[config.mk]
export PLATFORM = sky130hd
export DESIGN_NAME = alu_op_ctrl_flat
export DESIGN_NICKNAME = d
export VERILOG_FILES = /design/src/rtl/alu_op_ctrl_if.sv /design/src/rtl/alu_op_ctrl.sv /design/src/flat_wrapper.sv
export SDC_FILE = /design/constraint.sdc
export NUM_CORES = 1
export LEC_CHECK = 0
export BUFFER_PORTS_ARGS = -buffer_cell sky130_fd_sc_hd__buf_2
export CAP_MARGIN = 20
export CORE_MARGIN = 4
export CORE_UTILIZATION = 40
export CTS_CLUSTER_SIZE = 8
export DETAILED_ROUTE_END_ITERATION = 7
export HOLD_SLACK_MARGIN = 0.15
export PLACE_DENSITY = 0.78
export RECOVER_POWER = 50
export SLEW_MARGIN = 5
export SYNTH_ARGS = -nofsm -noshare
export SYNTH_HDL_FRONTEND = slang
export SYNTH_SLANG_ARGS = --single-unit
[constraint.sdc]
create_clock -name clk -period 3.6 [get_ports clk]
set_clock_uncertainty 0.1 [all_clocks]
set_input_delay 0.18 -clock clk [delete_from_list [all_inputs] [get_ports clk]]
set_output_delay 0.18 -clock clk [all_outputs]
set_load 0.02 [all_outputs]
[src/rtl/alu_op_ctrl_if.sv]
// Request channel between instruction decode (master) and the ALU sequencing
// controller (slave): valid/ready handshake plus the operation fields.
interface alu_op_ctrl_if #(
  parameter int DW = 16,
  parameter int AW = 4
);
  logic          req_valid;
  logic          req_ready;
  logic [4:0]    req_op;
  logic [AW-1:0] req_src;
  logic [AW-1:0] req_dst;
  logic          req_imm_sel;
  logic [DW-1:0] req_imm;

  modport master (
    output req_valid, req_op, req_src, req_dst, req_imm_sel, req_imm,
    input  req_ready
  );

  modport slave (
    input  req_valid, req_op, req_src, req_dst, req_imm_sel, req_imm,
    output req_ready
  );
endinterface

[src/rtl/alu_op_ctrl.sv]
// ALU sequencing controller: IDLE -> READ -> EXEC -> WB, one op per four cycles.
// Optional immediate-operand path enabled by defining ALU_CTRL_IMM_EN.
module alu_op_ctrl #(
  parameter int DW = 16,
  parameter int AW = 4,
  parameter int FW = 5
) (
  input  logic          clk,
  input  logic          reset,
  alu_op_ctrl_if.slave  req,
  output logic [AW-1:0] rf_raddr_a,
  output logic [AW-1:0] rf_raddr_b,
  input  logic [DW-1:0] rf_rdata_a,
  input  logic [DW-1:0] rf_rdata_b,
  output logic          rf_we,
  output logic [AW-1:0] rf_waddr,
  output logic [DW-1:0] rf_wdata,
  output logic [DW-1:0] alu_rsrc,
  output logic [DW-1:0] alu_rdest,
  output logic [4:0]    alu_opcode,
  input  logic [DW-1:0] alu_out,
  input  logic [FW-1:0] alu_flags,
  output logic [FW-1:0] psr,
  output logic          done,
  output logic          err
);

  localparam logic [4:0] OP_CMP  = 5'd2;
  localparam logic [4:0] OP_LAST = 5'd9;

  typedef enum logic [1:0] {S_IDLE, S_READ, S_EXEC, S_WB} state_t;

  state_t        state, state_nxt;
  logic          ready;
  logic          accept;
  logic [4:0]    op_p0;
  logic [DW-1:0] rsrc_sel;
  logic [FW-1:0] flags_p2;

  function automatic logic op_legal(input logic [4:0] op);
    return op <= OP_LAST;
  endfunction

  assign req.req_ready = ready;

  always_ff @(posedge clk) begin
    if (reset) state <= S_IDLE;
    else       state <= state_nxt;
  end

  always_comb begin
    state_nxt = state;
    ready     = 1'b0;
    accept    = 1'b0;
    rf_we     = 1'b0;
    done      = 1'b0;
    err       = 1'b0;
    case (state)
      S_IDLE: begin
        ready = 1'b1;
        if (req.req_valid) begin
          accept    = 1'b1;
          state_nxt = S_READ;
        end
      end
      S_READ: state_nxt = S_EXEC;
      S_EXEC: state_nxt = S_WB;
      S_WB: begin
        done      = 1'b1;
        err       = !op_legal(alu_opcode);
        rf_we     = op_legal(alu_opcode) && (alu_opcode != OP_CMP);
        state_nxt = S_IDLE;
      end
      default: state_nxt = S_IDLE;
    endcase
  end

  // p0: request fields latched at accept
  always_ff @(posedge clk) begin
    if (accept) op_p0 <= req.req_op;
  end

`ifdef ALU_CTRL_IMM_EN
  logic          imm_sel_p0;
  logic [DW-1:0] imm_p0;

  always_ff @(posedge clk) begin
    if (accept) begin
      imm_sel_p0 <= req.req_imm_sel;
      imm_p0     <= req.req_imm;
    end
  end

  assign rsrc_sel = imm_sel_p0 ? imm_p0 : rf_rdata_a;
`else
  logic unused_imm;
  assign unused_imm = ^{req.req_imm_sel, req.req_imm};
  assign rsrc_sel   = rf_rdata_a;
`endif

  always_ff @(posedge clk) begin
    if (reset) begin
      rf_raddr_a <= '0;
      rf_raddr_b <= '0;
      alu_rsrc   <= '0;
      alu_rdest  <= '0;
      alu_opcode <= '0;
      rf_waddr   <= '0;
      rf_wdata   <= '0;
      psr        <= '0;
    end else begin
      if (accept) begin
        rf_raddr_a <= req.req_src;
        rf_raddr_b <= req.req_dst;
      end
      // p1: operands captured at end of READ; they drive the ALU until the next op
      if (state == S_READ) begin
        alu_rsrc   <= rsrc_sel;
        alu_rdest  <= rf_rdata_b;
        alu_opcode <= op_p0;
      end
      // p2: ALU result and flags captured at end of EXEC
      if (state == S_EXEC) begin
        rf_wdata <= alu_out;
        flags_p2 <= alu_flags;
        rf_waddr <= rf_raddr_b;
      end
      if (state == S_WB && op_legal(alu_opcode)) psr <= flags_p2;
    end
  end

endmodule

[src/flat_wrapper.sv]
// flat-port wrapper written by rule: the top's interface ports become plain ports
module alu_op_ctrl_flat 
#(
  parameter int DW = 16,
  parameter int AW = 4,
  parameter int FW = 5
)
  (clk, reset, rf_raddr_a, rf_raddr_b, rf_rdata_a, rf_rdata_b, rf_we, rf_waddr, rf_wdata, alu_rsrc, alu_rdest, alu_opcode, alu_out, alu_flags, psr, done, err, req_req_valid, req_req_op, req_req_src, req_req_dst, req_req_imm_sel, req_req_imm, req_req_ready);
  alu_op_ctrl_if #(.DW(DW), .AW(AW)) req_i ();
  input  logic clk;
  input  logic reset;
  output logic [AW-1:0] rf_raddr_a;
  output logic [AW-1:0] rf_raddr_b;
  input  logic [DW-1:0] rf_rdata_a;
  input  logic [DW-1:0] rf_rdata_b;
  output logic rf_we;
  output logic [AW-1:0] rf_waddr;
  output logic [DW-1:0] rf_wdata;
  output logic [DW-1:0] alu_rsrc;
  output logic [DW-1:0] alu_rdest;
  output logic [4:0] alu_opcode;
  input  logic [DW-1:0] alu_out;
  input  logic [FW-1:0] alu_flags;
  output logic [FW-1:0] psr;
  output logic done;
  output logic err;
  input wire logic [$bits(req_i.req_valid)-1:0] req_req_valid;
  input wire logic [$bits(req_i.req_op)-1:0] req_req_op;
  input wire logic [$bits(req_i.req_src)-1:0] req_req_src;
  input wire logic [$bits(req_i.req_dst)-1:0] req_req_dst;
  input wire logic [$bits(req_i.req_imm_sel)-1:0] req_req_imm_sel;
  input wire logic [$bits(req_i.req_imm)-1:0] req_req_imm;
  output wire logic [$bits(req_i.req_ready)-1:0] req_req_ready;
  assign req_i.req_valid = req_req_valid;
  assign req_i.req_op = req_req_op;
  assign req_i.req_src = req_req_src;
  assign req_i.req_dst = req_req_dst;
  assign req_i.req_imm_sel = req_req_imm_sel;
  assign req_i.req_imm = req_req_imm;
  assign req_req_ready = req_i.req_ready;
  alu_op_ctrl #(.DW(DW), .AW(AW), .FW(FW)) u_core (.clk(clk), .reset(reset), .req(req_i), .rf_raddr_a(rf_raddr_a), .rf_raddr_b(rf_raddr_b), .rf_rdata_a(rf_rdata_a), .rf_rdata_b(rf_rdata_b), .rf_we(rf_we), .rf_waddr(rf_waddr), .rf_wdata(rf_wdata), .alu_rsrc(alu_rsrc), .alu_rdest(alu_rdest), .alu_opcode(alu_opcode), .alu_out(alu_out), .alu_flags(alu_flags), .psr(psr), .done(done), .err(err));
endmodule
==> key figures, run 1 <==
Die
  • DIE HEIGHT: 94.5 µm
  • Area of the core: 7250 µm²
  • Rows: 31
  • Die Width: 94.5 µm
  • Die area: 8930 µm²
  • Ports: 160
  • Initial Util: 41.2%

Worst setup path
  • Startpoint types: flop
  • Reg-to-Reg End: u_core.flags_p2[1]
  • Critical path class: reg -> out
  • Largest stage delay on the critical path: 0.41 ns
  • WP data arrival: 1.74 ns
  • Top delay family on crit path: simple AND/OR/NAND/NOR gates
  • Worst Path Buf+Inv: 1
  • R2r worst-path depth: 4
  • Worst-path maximum fanout: 6
  • CP Capture Type: output pin
  • Critical path cell sequence: ha_1 > nor3b_4 > o41a_2 > buf_2
  • R2r startpoint: u_core.state[0]
  • R2R Setup Slk: 1.62 ns
  • Crit-path slowest cell: nor3b_4
  • Req. time, crit path: 3.32 ns

Pwr
  • LEAKAGE: 1.87 nW
  • PD cells: 678 nW/µm²
  • Worst IR Drop VDD: 0.298 mV

STA
  • Fin crit period: 2.02 ns
  • Worst-Margin Slew: 0.759 ns
  • Post-route setup slack: 1.58 ns
  • Part of the cycle the worst path needs: 56.1%
  • Final hold vios: 0
  • Fin. max-slew vios: 0
  • Slew headroom: 49.4%
  • Setup-failing EPs final: 0
  • Aggregate negative setup slack: 0 ns
  • Fmax: 495 MHz
  • RSZ-0062 raised after global routing: false

CTS
  • Clk sink count: 82
  • CTS clk-pin slew, worst paths: 0.08 ns
  • Number of buffers created by CTS: 9
  • Clock Latency Late Sink: 0.35 ns
  • Deepest clock path buffer count: 2
  • CTS tree: yes
  • Root buf cell: clkbuf_8
  • Post_cts resized: 0
  • H-tree depth: 3

Placement
  • Detail Placement HPWL: 5000 µm
  • Gpl congestion: 0.693
  • PortBufs: 142
  • Pre-CTS WS: 1.59 ns
  • Placed instance count: 498

Synthesis
  • Register area share after synthesis: 58.2%
  • Synth Instances: 272
  • Register bit total from synthesis: 82
  • Count of cell types in the netlist: 19
  • Syn Nets: 362
  • Syn Std Cell Area: 2990 µm²
  • Synth warn: 0
  • Syn avg cell area: 11.0 µm²

Global route
  • Initial antenna violation count: 0
  • Total track usage: 19.4%
  • Grt total ovfl: 0
  • Vias in the first global route: 2813
  • Largest net degree at the start of global routing: 44
  • First-pass GRT wire length: 13300 µm

Status
  • Status: finished, final reports clean

Routing
  • Post-route DRC violation count: 0
  • Routed vias: 2716
  • Vias/cell: 4.60
  • Total iterations of the first detailed-routing run: 6
  • Drt total wl: 8440 µm
  • DR iter-0 viols: 82
  • Wirelength per Cell: 14.3 µm
  • Remaining antenna violation count: 0

Final layout
  • Layout cells sized above 1: 18.1%
  • N_diodes: 0
  • # fillers: 623
  • Final Net Count: 576
  • Finished Layout Cells: 590
  • Syn-to-layout area delta: 55.6%

Min path
  • Endpoint with the worst hold slack: u_core.rf_wdata[0]
  • Class of the worst hold path: in -> reg
  • Hold path depth: 2
  • HP Start: reset

Flow run
  • Max Cap Viol: 0
how the worst max path moves through the flow:
stage | from | endpoint | slack, ns | cells after the start
after floorplan | u_core.state[0] | u_core.flags_p2[0] | 1.94 | 5
after global placement | u_core.state[0] | u_core.flags_p2[0] | 1.65 | 4
after detailed placement | u_core.state[1] | u_core.alu_rsrc[5] | 1.59 | 4
after CTS | u_core.state[1] | rf_we | 1.55 | 4
after global routing | u_core.state[1] | rf_we | 1.44 | 4
final | u_core.state[1] | rf_we | 1.58 | 4
synthesized netlist by cell type:
master / count / area share (%)
ha_1: 4 / 1.7
nor2_1: 60 / 7.5
buf_1: 2 / 0.25
edfxtp_1: 10 / 10
nor2b_1: 1 / 0.21
a21oi_1: 8 / 1.3
dfxtp_1: 72 / 48
nand3_1: 8 / 1.3
clkbuf_1: 5 / 0.63
nand2b_1: 11 / 2.3
buf_2: 6 / 1.0
mux2i_1: 63 / 21
o21a_1: 2 / 0.50
inv_1: 4 / 0.50
buf_4: 4 / 1.0
nand2_1: 9 / 1.1
a211oi_1: 1 / 0.25
o41a_2: 1 / 0.42
nor3b_4: 1 / 0.63
placed cells by master (no fill, tap or decap), types with 2 or more instances in the layout:
cell type      Yosys  routed
inv_1              4       4
nor2_1            60      60
o21a_1             2       2
buf_2              6      70
a21oi_1            8       8
dlygate4sd3_1      0      75
dfxtp_1           72      72
edfxtp_1          10      10
ha_1               4       3
mux2i_1           63      63
nand3_1            8       8
nand2_1            9       9
clkbuf_8           0      11
clkbuf_1           5      75
nand2b_1          11      11
buf_4              4       2
report_power, final:
| part | total (mW) | internal [mW] | switching [mW] |
|---|---|---|---|
| sequential | 1.25 | 1.13 | 0.116 |
| clock | 0.716 | 0.402 | 0.313 |
| combinational | 1.20 | 0.490 | 0.706 |
kinds of logic after synthesis:
logic type      share of synthesized area (%)
compound gates                           2.51
mux                                      21.1
buf+inv                                  3.39
fa+ha+maj                                1.67
simple gates                             13.1
flops                                    58.2
timing repair:
action | in CTS | in global routing
hold endpoints to repair | 67 | 0
endpoints found under the setup margin | 0 | 0
hold buffers | 75 | 0
setup buffers | 0 | 0
cell type report:
class                           count  area, µm²  share of cell area (%)
Timing Repair Buffer              220       1410                    30.2
Tap cell                           99        124                    2.66
Sequential cell                    82       1740                    37.4
Inverter                            4       15.0                   0.322
Multi-Input combinational cell    169       1150                    24.7
Clock buffer                       15        188                    4.03
Clock inverter                      1       30.0                   0.645
flip-flops by register name, summed over array words and instances (netlist names):
name and count:
u_core.flags_p2 5, u_core.alu_rdest 16, u_core.op_p0 5, u_core.psr 5
u_core.rf_wdata 16, u_core.rf_raddr_b 4, u_core.alu_opcode 5, u_core.rf_raddr_a 4
u_core.rf_waddr 4, u_core.state 2, u_core.alu_rsrc 16
stage by stage:
step / hold WS [ns] / power, mW / util (%) / cell area (µm²)
2_1_floorplan: 0.179 / 2.07 / - / 2990
3_3_place_gp: 0.258 / 2.35 / 51.8 / 3760
3_5_place_dp: 0.258 / 2.39 / 51.8 / 3760
4_1_cts: 0.274 / 3.19 / 65.2 / 4730
5_1_grt: 0.311 / 3.34 / 64.2 / 4660
6_report: 0.294 / 3.16 / 64.2 / 4660
worst register-to-register path, stage by stage (launching register included):
cell	delay [ns]
dfxtp_1	0.34
inv_1	0.10
ha_1	0.33
buf_4	0.36
nor2b_1	0.42
routing by layer:
layer / wire [µm] / GRT usage (%) / vias to the layer above / share of wire [%]
li1: - / - / 1334 / -
met1: 3240 / 20.5 / 1262 / 38
met2: 4440 / 35.9 / 99 / 53
met3: 541 / 4.94 / 21 / 6.4
met4: 207 / 8.77 / 0 / 2.5
met5: 0 / 0 / - / 0
(Power assumes the default switching activity.)
==> run 2, diff against run 1 <==
- clock period: 3.6 -> 2 ns (I/O delays scaled with it)
==> key figures, run 2 (synthesized netlist as in run 1, its figures left out) <==
Routing
  • Remaining antenna violation count: 0 (unchanged)
  • Routed vias: 2687 (-1.1%)
  • Drt total wl: 8380 µm (-0.66%)
  • DR iter-0 viols: 64 (-22%)
  • Total iterations of the first detailed-routing run: 4 (-2)
  • Vias/cell: 4.51 (-2.1%)
  • Post-route DRC violation count: 0 (unchanged)
  • Wirelength per Cell: 14.1 µm (-1.7%)

Pwr
  • Logic pwr share: 38.5% (+0.6 points)
  • Switching Fraction: 35.9% (-0.040 points)
  • LEAKAGE: 1.90 nW (+1.7%)
  • PD cells: 1200 nW/µm² (+77%)
  • Internal: 3.62 mW (+79%)
  • Clock share of power: 21.8% (-0.9 points)
  • Sw Pwr: 2.03 mW (+79%)
  • Seq pwr share: 39.7% (+0.2 points)
  • Worst IR Drop VDD: 0.562 mV (+88%)

STA
  • Final hold vios: 0 (unchanged)
  • Part of the cycle the worst path needs: 93.7%
  • Setup-failing EPs final: 0 (unchanged)
  • Fmax: 533 MHz
  • Fin crit period: 1.87 ns
  • Slew headroom: 73.1% (+24 points)
  • RSZ-0062 raised after global routing: false
  • Aggregate negative setup slack: 0 ns (unchanged)
  • Fin. max-slew vios: 0 (unchanged)
  • Worst-Margin Slew: 0.403 ns (-0.356 ns)

Die
  • Ports: 160 (unchanged)
  • Die area: 8930 µm² (unchanged)
  • Die Width: 94.5 µm (unchanged)
  • Area of the core: 7250 µm² (unchanged)
  • DIE HEIGHT: 94.5 µm (unchanged)
  • Initial Util: 41.2% (unchanged)
  • Rows: 31 (unchanged)

Worst setup path
  • Largest stage delay on the critical path: 0.57 ns (+0.16 ns)
  • Req. time, crit path: 2.12 ns (-1.20 ns)
  • CP Capture Type: flop
  • WP data arrival: 2.00 ns (+0.26 ns)
  • Top delay family on crit path: buffers and inverters
  • Worst Path Buf+Inv: 3 (+2)
  • Startpoint types: flop
  • Critical path cell sequence: inv_1 > ha_1 > buf_4 > mux2i_1 > nor2_1 > dlygate4sd3_1
  • Crit-path slowest cell: dlygate4sd3_1
  • Critical path class: reg -> reg
  • Worst-path maximum fanout: 4 (-2)

Final layout
  • # fillers: 613 (-1.6%)
  • Commonest cells after routing, fill and taps aside: dlygate4sd3_1 (77), clkbuf_1 (73), dfxtp_1 (72), buf_2 (71), mux2i_1 (63)
  • Commonest non-fill, non-tap cell in the layout: dlygate4sd3_1
  • N_diodes: 0 (unchanged)
  • Final instance area: 4700 µm² (+0.89%)
  • Biggest regs: u_core.alu_rdest: 16 flops, u_core.alu_rsrc: 16 flops, u_core.rf_wdata: 16 flops
  • Layout cells sized above 1: 19.1% (+0.99 points)
  • Syn-to-layout area delta: 57.0%
  • Final Net Count: 582 (+1.0%)

CTS
  • CTS tree: yes
  • Clock Latency Late Sink: 0.33 ns (-0.02 ns)
  • Post_cts resized: 0 (unchanged)
  • Clk sink count: 82 (unchanged)
  • Post-CTS setup buffers: 0 (unchanged)
  • CTS clk-pin slew, worst paths: 0.08 ns (about the same)
  • Deepest clock path buffer count: 2 (unchanged)
  • Root buf cell: clkbuf_8
  • H-tree depth: 3 (unchanged)
  • Number of buffers created by CTS: 9 (unchanged)

Global route
  • Total track usage: 19.1% (-0.27 points)
  • Largest net degree at the start of global routing: 38 (-14%)
  • Grt total ovfl: 0 (unchanged)
  • Vias in the first global route: 2842 (+1.0%)
  • First-pass GRT wire length: 13300 µm (+0.16%)
  • Initial antenna violation count: 0 (unchanged)

Placement
  • Detail Placement HPWL: 5170 µm (+3.3%)
  • Gpl congestion: 0.730 (+5.3%)
  • Placement Cell Area: 3810 µm² (+1.3%)
  • PortBufs: 142 (unchanged)

Min path
  • Class of the worst hold path: reg -> reg

Flow run
  • Max Cap Viol: 0 (unchanged)

Status
  • Status: finished, final reports clean
==> run 2: changes by cell type in the layout (fill, tap and decap cells not counted) <==
| cell | before | now |
|---|---|---|
| buf_2 | 70 | 71 |
| buf_4 | 2 | 6 |
| clkbuf_1 | 75 | 73 |
| clkbuf_16 | 1 | 0 |
| clkbuf_8 | 11 | 12 |
| clkinv_2 | 0 | 1 |
| dlygate4sd3_1 | 75 | 77 |
==> run 2: cell type report <==
cell class	count	area, µm²	share of cell area [%]
well taps	99	124	2.64
repair buffers	226	1460	31.0
flip-flops and latches	82	1740	37.1
inverters	4	15.0	0.320
clock buffers	14	173	3.68
clock inverters	2	35.0	0.746
multi-input cells	169	1150	24.5
==> run 2: through the flow <==
stage          util, %  power, mW  worst slack (ns)  hold slack (ns)  instances
5_1_grt           64.8       5.98            0.0181            0.373        596
4_1_cts           66.0       5.76             0.147            0.344        596
6_report          64.8       5.65             0.126            0.359        596
3_3_place_gp      52.5       4.29             0.502            0.178        503
3_5_place_dp      52.5       4.36             0.430            0.179        503
2_1_floorplan        -       3.73             0.342           0.0989        272
==> run 2: power by group through the flow <==
stage / Sequential [mW] / Clock, mW / Combinational [mW]
floorplan: 2.61 / 0 / 1.12
global placement: 2.24 / 0 / 2.05
detailed placement: 2.26 / 0 / 2.10
CTS: 2.23 / 1.27 / 2.26
global route: 2.29 / 1.33 / 2.37
finish: 2.25 / 1.23 / 2.18
==> run 2: repair_timing <==
action / in CTS / in global routing
endpoints found under the hold margin: 69 / 0
hold buffers: 77 / 0
setup endpoints to repair: 0 / 0
==> run 2: tightest hold or removal path: cells and delay by family, from the launching register on <==
kind / cells / cell delay [ns]
flip-flops: 1 / 0.31
AO/OA/AOI/OAI: 1 / 0.05
AND/OR/NAND/NOR: 1 / 0.05
==> run 2: per-layer routing <==
layer  global-route usage (%)  routed length, µm  vias up
li1                         -                  -     1346
met1                     20.3               3310     1230
met2                     36.1               4350       92
met3                     4.38                514       19
met4                     7.69                201        0
met5                        0                  0        -
==> run 2: final timing paths <==
kind / start / endpoint / slack [ns] / depth (start not counted)
min: u_core.rf_raddr_a[0] / u_core.rf_raddr_a[0] / 0.36 / 2
max reg2reg: u_core.state[0] / u_core.rf_wdata[15] / 0.13 / 6
min reg2reg: u_core.rf_raddr_a[0] / u_core.rf_raddr_a[0] / 0.36 / 2
max: u_core.state[0] / u_core.rf_wdata[15] / 0.13 / 6
==> run 3, diff against run 2 <==
==> constraint.sdc (replaced) <==
create_clock -name clk -period 2 [get_ports clk]
set_clock_uncertainty 0.1 [all_clocks]
set_input_delay 0.2 -clock clk [delete_from_list [all_inputs] [get_ports clk]]
set_output_delay 0.2 -clock clk [all_outputs]
set_load 0.02 [all_outputs]
==> key figures, run 3 (synthesized netlist as in run 1, its figures left out) <==
Status
  • Status: finished, final reports clean

STA
  • Part of the cycle the worst path needs: 89.6% (-4.2 points)
  • Setup-failing EPs final: 0 (unchanged)
  • Fin. max-slew vios: 0 (unchanged)
  • Aggregate negative setup slack: 0 ns (unchanged)
  • Fin crit period: 1.79 ns (-0.0833 ns)
  • Fmax: 558 MHz (+4.7%)
  • RSZ-0062 raised after global routing: false
  • Worst-Margin Slew: 0.407 ns (+0.00460 ns)
  • Slew headroom: 72.8% (-0.31 points)
  • Final hold vios: 0 (unchanged)

Pwr
  • Seq pwr share: 40.5% (+0.8 points)
  • PD cells: 1190 nW/µm² (-1.1%)
  • Clock share of power: 20.0% (-1.8 points)
  • Sw Pwr: 2.02 mW (-0.67%)
  • Switching Fraction: 36.5% (+0.63 points)
  • Logic pwr share: 39.4% (+0.9 points)
  • Internal: 3.50 mW (-3.3%)
  • LEAKAGE: 1.86 nW (-2.4%)
  • Worst IR Drop VDD: 0.611 mV (+8.7%)
  • Overall power: 5.52 mW (-2.4%)

Worst setup path
  • CP Capture Type: flop
  • Critical path class: reg -> reg
  • Req. time, crit path: 2.11 ns (about the same)
  • R2r worst-path depth: 6 (unchanged)
  • Worst-path maximum fanout: 12 (+8)
  • WP data arrival: 1.90 ns (-0.10 ns)
  • R2r startpoint: u_core.state[0]
  • Startpoint types: flop
  • R2R Setup Slk: 0.21 ns (+0.08 ns)
  • Reg-to-Reg End: u_core.rf_raddr_a[1]

Die
  • Die area: 8930 µm² (unchanged)
  • Ports: 160 (unchanged)
  • Rows: 31 (unchanged)
  • Initial Util: 41.2% (unchanged)
  • DIE HEIGHT: 94.5 µm (unchanged)
  • Die Width: 94.5 µm (unchanged)
  • Area of the core: 7250 µm² (unchanged)

Global route
  • Largest net degree at the start of global routing: 78 (+110%)
  • Grt total ovfl: 0 (unchanged)
  • First-pass GRT wire length: 12500 µm (-6.0%)
  • Vias in the first global route: 2658 (-6.5%)
  • Initial antenna violation count: 0 (unchanged)
  • Total track usage: 18.1% (-0.98 points)

Routing
  • Remaining antenna violation count: 0 (unchanged)
  • Vias/cell: 4.51 (about the same)
  • Drt total wl: 8220 µm (-2.0%)
  • Total iterations of the first detailed-routing run: 4 (unchanged)
  • Wirelength per Cell: 13.9 µm (-1.1%)
  • DR iter-0 viols: 72 (+13%)
  • Post-route DRC violation count: 0 (unchanged)
  • Routed vias: 2664 (-0.86%)

Final layout
  • Final Net Count: 578 (-0.69%)
  • Layout cells sized above 1: 18.1% (-1.0 points)
  • Commonest non-fill, non-tap cell in the layout: clkbuf_1
  • Commonest cells after routing, fill and taps aside: clkbuf_1 (76), dlygate4sd3_1 (74), dfxtp_1 (72), buf_2 (69), mux2i_1 (63)
  • N_diodes: 0 (unchanged)
  • Syn-to-layout area delta: 55.0%
  • Final core occ: 63.9% (-0.85 points)
  • Biggest regs: u_core.alu_rdest: 16 flops, u_core.alu_rsrc: 16 flops, u_core.rf_wdata: 16 flops
  • Finished Layout Cells: 591 (-0.84%)

CTS
  • Clk sink count: 82 (unchanged)
  • CTS tree: yes
  • Post-CTS setup buffers: 0 (unchanged)
  • Deepest clock path buffer count: 2 (unchanged)
  • Number of buffers created by CTS: 9 (unchanged)
  • Clock Latency Late Sink: 0.33 ns (about the same)
  • H-tree depth: 3 (unchanged)
  • Root buf cell: clkbuf_8
  • CTS clk-pin slew, worst paths: 0.07 ns (about the same)

Placement
  • PortBufs: 142 (unchanged)
  • Gpl congestion: 0.715 (-2.1%)
  • Placed instance count: 502 (-0.20%)
  • Detail Placement HPWL: 5020 µm (-2.9%)

Min path
  • HP Start: req_req_valid
  • Class of the worst hold path: in -> reg
  • Endpoint with the worst hold slack: u_core.state[0]
  • Hold path depth: 3 (+1)

Flow run
  • Max Cap Viol: 0 (unchanged)
==> run 3: how the worst max path moves through the flow <==
stage | startpoint | end | slack [ns] | cells after the start
2_1_floorplan | u_core.state[0] | u_core.flags_p2[0] | 0.34 | 5
3_3_place_gp | u_core.state[0] | u_core.op_p0[0] | 0.48 | 4
3_5_place_dp | u_core.state[0] | u_core.op_p0[0] | 0.45 | 4
4_1_cts | u_core.state[0] | rf_we | 0.20 | 4
5_1_grt | u_core.state[0] | rf_we | 0.09 | 4
6_report | u_core.state[0] | u_core.rf_raddr_a[1] | 0.21 | 6
==> run 3: layout make-up <==
cell class	count	area, µm²
Clock buffer	12	135
Clock inverter	3	42.5
Fill cell	634	2620
Inverter	4	15.0
Multi-Input combinational cell	169	1150
Sequential cell	82	1740
Tap cell	99	124
Timing Repair Buffer	222	1430
==> run 3: worst max-delay path, cell delays in order, from the launching register on <==
cell,delay [ns]
dfxtp_1,0.39
inv_1,0.08
ha_1,0.21
buf_4,0.19
nand3_1,0.09
dlygate4sd3_1,0.55
a21oi_1,0.06
==> run 3: power groups by stage <==
stage | logic (mW) | registers (mW) | clock network (mW)
floorplan | 1.12 | 2.61 | 0
global placement | 2.05 | 2.24 | 0
detailed placement | 2.11 | 2.26 | 0
CTS | 2.26 | 2.22 | 1.15
global route | 2.35 | 2.28 | 1.21
finish | 2.18 | 2.24 | 1.11
==> run 3: timing repair <==
item	4_1_cts	5_1_grt
hold endpoints to repair	66	0
gates resized for setup	0	0
setup endpoints to repair	0	0
hold buffers	74	0
==> run 3: through the flow <==
stage	setup WS [ns]	hold slack [ns]	area (µm²)
final	0.209	0.174	4640
after global routing	0.0886	0.181	4640
after CTS	0.198	0.158	4730
after detailed placement	0.455	0.278	3810
after global placement	0.483	0.277	3810
after floorplan	0.342	0.199	2990
==> run 3: metal layers <==
layer | vias to the layer above | GRT usage (%) | part of all wire (%)
li1 | 1340 | - | -
met1 | 1224 | 19.9 | 40
met2 | 88 | 33.0 | 52
met3 | 12 | 4.86 | 6.4
met4 | 0 | 7.21 | 1.6
met5 | - | 0 | 0
